==> src/rtl/uart_rx_fifo.sv <==
// UART receiver with start-glitch rejection, optional parity, framing/break handling
// and a small receive FIFO with overrun detection.
module uart_rx_fifo #(
    parameter int CLKS_PER_BIT = 16,
    parameter int PARITY_EN    = 0,
    parameter int PARITY_ODD   = 0,
    parameter int FIFO_DEPTH   = 4
) (
    input  logic                          clk,
    input  logic                          Rst_tx,
    input  logic                          Rs232,
    output logic [7:0]                    rx_data,
    output logic                          rx_valid,
    input  logic                          rx_ready,
    output logic                          parity_err,
    output logic                          frame_err,
    output logic                          overrun,
    output logic [$clog2(FIFO_DEPTH):0]   fifo_count
);

    localparam int         PW        = (FIFO_DEPTH > 1) ? $clog2(FIFO_DEPTH) : 1;
    localparam int         CW        = $clog2(FIFO_DEPTH) + 1;
    localparam logic [7:0] BIT_LAST  = 8'(CLKS_PER_BIT - 1);
    localparam logic [7:0] HALF_LAST = 8'(CLKS_PER_BIT / 2 - 1);
    localparam logic       ODD_BIT   = (PARITY_ODD != 0);

    typedef enum logic [2:0] {
        IDLE,
        START,
        DATA,
        PARITY,
        STOP,
        BREAK
    } state_t;

    logic          syncMeta_q;
    logic          syncOut_q;
    logic          rx_s;
    logic [1:0]    settleCnt_q;
    logic          lineHigh_q;
    logic          lineHigh_d;

    state_t        state_q, state_d;
    logic [7:0]    baudCnt_q, baudCnt_d;
    logic [2:0]    bitCnt_q, bitCnt_d;
    logic [7:0]    shift_q, shift_d;
    logic          parityFail_q, parityFail_d;
    logic          push_q, push_d;
    logic [7:0]    pushData_q, pushData_d;
    logic          frameErr_q, frameErr_d;
    logic          parityErr_q, parityErr_d;

    logic [7:0]    mem_q [FIFO_DEPTH];
    logic [PW-1:0] wrPtr_q;
    logic [PW-1:0] rdPtr_q;
    logic [CW-1:0] count_q;
    logic [7:0]    lastHead_q;
    logic          pop;
    logic          full;
    logic          accept;

    assign rx_s = syncOut_q;

    // A start edge only counts once the synchronizer has settled after reset and
    // the line was seen high, so a line held low across reset is never a start.
    assign lineHigh_d = (settleCnt_q == 2'd2) && rx_s;

    always_ff @(posedge clk) begin
        if (Rst_tx) begin
            syncMeta_q  <= 1'b1;
            syncOut_q   <= 1'b1;
            settleCnt_q <= 2'd0;
            lineHigh_q  <= 1'b0;
        end else begin
            syncMeta_q  <= Rs232;
            syncOut_q   <= syncMeta_q;
            lineHigh_q  <= lineHigh_d;
            if (settleCnt_q != 2'd2) begin
                settleCnt_q <= settleCnt_q + 2'd1;
            end
        end
    end

    always_ff @(posedge clk) begin
        if (Rst_tx) begin
            state_q      <= IDLE;
            baudCnt_q    <= 8'd0;
            bitCnt_q     <= 3'd0;
            shift_q      <= 8'd0;
            parityFail_q <= 1'b0;
            push_q       <= 1'b0;
            pushData_q   <= 8'd0;
            frameErr_q   <= 1'b0;
            parityErr_q  <= 1'b0;
        end else begin
            state_q      <= state_d;
            baudCnt_q    <= baudCnt_d;
            bitCnt_q     <= bitCnt_d;
            shift_q      <= shift_d;
            parityFail_q <= parityFail_d;
            push_q       <= push_d;
            pushData_q   <= pushData_d;
            frameErr_q   <= frameErr_d;
            parityErr_q  <= parityErr_d;
        end
    end

    always_comb begin
        state_d      = state_q;
        baudCnt_d    = baudCnt_q + 8'd1;
        bitCnt_d     = bitCnt_q;
        shift_d      = shift_q;
        parityFail_d = parityFail_q;
        push_d       = 1'b0;
        pushData_d   = pushData_q;
        frameErr_d   = 1'b0;
        parityErr_d  = 1'b0;
        case (state_q)
            IDLE: begin
                baudCnt_d = 8'd0;
                if (lineHigh_q && !rx_s) begin
                    state_d      = START;
                    parityFail_d = 1'b0;
                end
            end
            START: begin
                if (baudCnt_q == HALF_LAST) begin
                    baudCnt_d = 8'd0;
                    bitCnt_d  = 3'd0;
                    state_d   = rx_s ? IDLE : DATA;
                end
            end
            DATA: begin
                if (baudCnt_q == BIT_LAST) begin
                    baudCnt_d = 8'd0;
                    shift_d   = {rx_s, shift_q[7:1]};
                    if (bitCnt_q == 3'd7) begin
                        state_d = (PARITY_EN != 0) ? PARITY : STOP;
                    end else begin
                        bitCnt_d = bitCnt_q + 3'd1;
                    end
                end
            end
            PARITY: begin
                if (baudCnt_q == BIT_LAST) begin
                    baudCnt_d = 8'd0;
                    state_d   = STOP;
                    if (rx_s != ((^shift_q) ^ ODD_BIT)) begin
                        parityFail_d = 1'b1;
                    end
                end
            end
            STOP: begin
                if (baudCnt_q == BIT_LAST) begin
                    baudCnt_d = 8'd0;
                    if (rx_s) begin
                        state_d = IDLE;
                        if (parityFail_q) begin
                            parityErr_d = 1'b1;
                        end else begin
                            push_d     = 1'b1;
                            pushData_d = shift_q;
                        end
                    end else begin
                        frameErr_d = 1'b1;
                        state_d    = BREAK;
                    end
                end
            end
            BREAK: begin
                baudCnt_d = 8'd0;
                if (rx_s) begin
                    state_d = IDLE;
                end
            end
            default: begin
                state_d = IDLE;
            end
        endcase
    end

    function automatic logic [PW-1:0] nextPtr(input logic [PW-1:0] p);
        return (p == PW'(FIFO_DEPTH - 1)) ? '0 : p + PW'(1);
    endfunction

    assign pop    = rx_valid && rx_ready;
    assign full   = (count_q == CW'(FIFO_DEPTH));
    // A full FIFO still takes a byte when the head leaves in the same cycle.
    assign accept = push_q && (!full || pop);

    always_ff @(posedge clk) begin
        if (accept) begin
            mem_q[wrPtr_q] <= pushData_q;
        end
    end

    always_ff @(posedge clk) begin
        if (Rst_tx) begin
            wrPtr_q    <= '0;
            rdPtr_q    <= '0;
            count_q    <= '0;
            lastHead_q <= 8'd0;
        end else begin
            if (accept) begin
                wrPtr_q <= nextPtr(wrPtr_q);
            end
            if (pop) begin
                rdPtr_q    <= nextPtr(rdPtr_q);
                lastHead_q <= mem_q[rdPtr_q];
            end
            case ({accept, pop})
                2'b10:   count_q <= count_q + CW'(1);
                2'b01:   count_q <= count_q - CW'(1);
                default: count_q <= count_q;
            endcase
        end
    end

    assign rx_valid   = (count_q != '0);
    assign rx_data    = rx_valid ? mem_q[rdPtr_q] : lastHead_q;
    assign fifo_count = count_q;
    assign parity_err = parityErr_q;
    assign frame_err  = frameErr_q;
    assign overrun    = push_q && full && !pop;

endmodule
==> config.mk <==
export PLATFORM = sky130hd
export DESIGN_NAME = uart_rx_fifo
export DESIGN_NICKNAME = d
export VERILOG_FILES = /design/src/rtl/uart_rx_fifo.sv
export SDC_FILE = /design/constraint.sdc
export NUM_CORES = 1
export LEC_CHECK = 0
export CORE_MARGIN = 8
export CORE_UTILIZATION = 60
export CTS_BUF_LIST = sky130_fd_sc_hd__clkbuf_4 sky130_fd_sc_hd__clkbuf_8
export DETAILED_ROUTE_END_ITERATION = 12
export PLACE_DENSITY = 0.86
export SKIP_CTS_REPAIR_TIMING = 1
export SLEW_MARGIN = 20
export SYNTH_ARGS = -nofsm -noshare
export SYNTH_HDL_FRONTEND = slang
export SYNTH_SLANG_ARGS = --single-unit
==> constraint.sdc <==
create_clock -name clk -period 2.68 [get_ports clk]
set_input_delay 0.268 -clock clk [delete_from_list [all_inputs] [get_ports clk]]
set_output_delay 0.268 -clock clk [all_outputs]
set_load 0.01 [all_outputs]
==> qor.csv, run 1 <==
metric,value,unit
cp_num_buf_inv,1,
place.detailed.hpwl,4.63,mm
rsz0062_at_grt,false,
routed_wl,6.49,mm
p_total,3.31,mW
switchingPower,0.981,mW
peakVddDrop,0.596,mV
min_period,2.49,ns
cts_tree,done,
combPwrFrac,0.269,
final_common_cell,dfxtp_1,
async_reset_ff_frac,0,
placedCellCount,415,
syn_nets,349,
grt_usage,0.156,
skew,0.00881,ns
drv_slew,0,
overflow,0,
yosys.area_share.simple,0.163,
core-area,6240,um^2
die_h,95.6,um
seqPwrFrac,0.478,
internal_power,2.33,mW
start_util,0.609,
required,2.41,ns
hold_viol,0,
io_pins,19,
layout-drive-gt1-share,0.127,
synth.distinct_cells,52,
ant_nets,0,
crit_arrival,2.23,ns
setup_viol,0,
start_kind,flop,
tns,0,ns
dieWidth,95.6,um
portBuffers,18,
drt_first_iter_violations,124,
hold_class,flop to flop,
grt_max_degree,37,
synthAdderAreaFrac,0.0349,
wl_per_cell,15.1,um
final_cell_mix,"55 x dfxtp_1, 35 x nor2_1, 32 x edfxtp_1, 25 x nand2_1, 20 x a21oi_1",
tightest_slew,0.879,ns
viasPerCell,5.86,
fin_crit_sh,0.930,
placed_cell_area,4040,um^2
rows,29,
synthMuxAreaShare,0.113,
synth-seq-cells,88,
cts-buffers-inserted,9,
cap_viol_max_count,0,
path_cells,"nor3_2, mux2_2, clkdlybuf4s50_1",
clock_latency,0.36,ns
antenna_found_initial,0,
critPathMaxFanout,9,
vias,2526,
synth_area,3800,um^2
ys_warn_count,0,
synth-compound-area-share,0.0744,
clock_path_buffers,2,
ys_seq_area_frac,0.548,
crit_path_end_kind,output port,
dr.pass1.iters,4,
nNetsFinal,363,
worstSetupPathType,flop to output port,
synth_xor_area_frac,0.0336,
cpLargestDelayFamily,simple AND/OR/NAND/NOR gates,
clkPwrFrac,0.253,
route.detailed.drc,0,
cts_root_buffer,clkbuf_8,
fin_area,4220,um^2
gp_congestion,0.840,
stdcell_count,431,
cts_sinks,88,
die-area,9140,um^2
htreeDepth,3,
whs,0.418,ns
clk_pin_slew_worst_paths,0.08,ns
area_growth,11.1,%
crit_slowest_cell,nor3_2,
avgSynthCellArea,11.4,um^2
power_leakage,1.52,nW
slew_headroom,0.409,
grt_pass1_vias,2463,
ys.flop_type,dfxtp_1,
synth_top_family_by_area,simple AND/OR/NAND/NOR gates,
status,"complete, no violations",
synth_edf_count,32,
syn-instance-count,335,
n_antenna_cell,0,
p_per_area,784,nW/um^2
grt_pass1_wl,11.0,mm
crit_path_max_incr_delay,0.60,ns
p_sw_frac,0.296,
fmax,401,MHz
==> sequential cells by signal, indices dropped and copies added (netlist names), 2 cells and up, named ones only <==
register,cells
mem_q,32
wrPtr_q,2
rdPtr_q,2
shift_q,8
baudCnt_q,8
pushData_q,8
lastHead_q,8
fifo_count,3
bitCnt_q,3
settleCnt_q,2
state_q,3
==> worst paths after layout <==
kind	endpoint	cells past startpoint	slack, ns	from
max reg2reg	shift_q[4]	5	0.70	baudCnt_q[5]
min reg2reg	rx_s	1	0.42	syncMeta_q
min	rx_s	1	0.42	syncMeta_q
max	rx_data[5]	3	0.19	fifo_count[0]
==> cell families after synthesis <==
family / after synthesis
AND/OR/NAND/NOR: 118
flip-flops: 88
AO/OA/AOI/OAI: 43
multiplexers: 32
buffers and inverters: 31
XOR/XNOR: 13
adder cells (fa/ha/maj): 10
==> area by class of cell <==
cell class | count | area (um^2)
repair buffers | 23 | 230
flip-flops and latches | 88 | 2080
fillers | 466 | 2020
inverters | 11 | 41.3
well taps | 77 | 96.3
clock buffers | 10 | 138
multi-input cells | 216 | 1590
clock inverters | 6 | 43.8
==> Yosys cell counts, types with 8 or more instances <==
cell type	number	area [um^2]
nor3_1	8	40.0
nor2_1	35	131
edfxtp_1	32	961
mux2i_1	16	160
mux2_2	8	90.1
and3_1	8	50.1
a21oi_1	20	100
ha_1	9	113
nand2_1	25	93.8
clkbuf_1	13	48.8
dfxtp_1	56	1120
xnor2_1	8	70.1
inv_1	11	41.3
mux4_2	8	180
==> worst reg2reg max path, delay by kind of cell, from the launching register on <==
kind | cells | cell delay (ns)
muxes | 1 | 0.21
DFF | 1 | 0.36
buffers and inverters | 1 | 0.26
and+or+nand+nor | 3 | 1.04
==> power groups by stage <==
stage | combinational (mW) | clock [mW] | sequential [mW]
global route | 0.984 | 0.905 | 1.60
detailed placement | 0.900 | 0 | 1.61
floorplan | 0.600 | 0 | 1.56
finish | 0.891 | 0.838 | 1.58
CTS | 0.904 | 0.852 | 1.58
global placement | 0.865 | 0 | 1.60
==> stage by stage <==
stage                util  setup slack [ns]
finish              0.677             0.187
global route        0.677           0.00304
CTS                 0.677            0.0376
detailed placement  0.648             0.430
global placement    0.648             0.477
floorplan               -             0.540
==> per-layer routing <==
metal,global-route usage,vias up,part of all wire
li1,-,1234,-
met1,0.166,1210,0.41
met2,0.273,66,0.52
met3,0.0496,16,0.053
met4,0.0743,0,0.024
met5,0,-,0
Power figures use the tool's default switching activity.
==> run 2, diff against run 1 <==
--- a/config.mk
+++ b/config.mk
@@ -5,6 +5,7 @@
 export SDC_FILE = /design/constraint.sdc
 export NUM_CORES = 1
 export LEC_CHECK = 0
+export ABC_CLOCK_PERIOD_IN_PS = 2680
 export CORE_MARGIN = 8
 export CORE_UTILIZATION = 60
 export CTS_BUF_LIST = sky130_fd_sc_hd__clkbuf_4 sky130_fd_sc_hd__clkbuf_8
==> results of run 2 <==
Same layout as run 1: the final DEF is identical, and so are final timing and power.
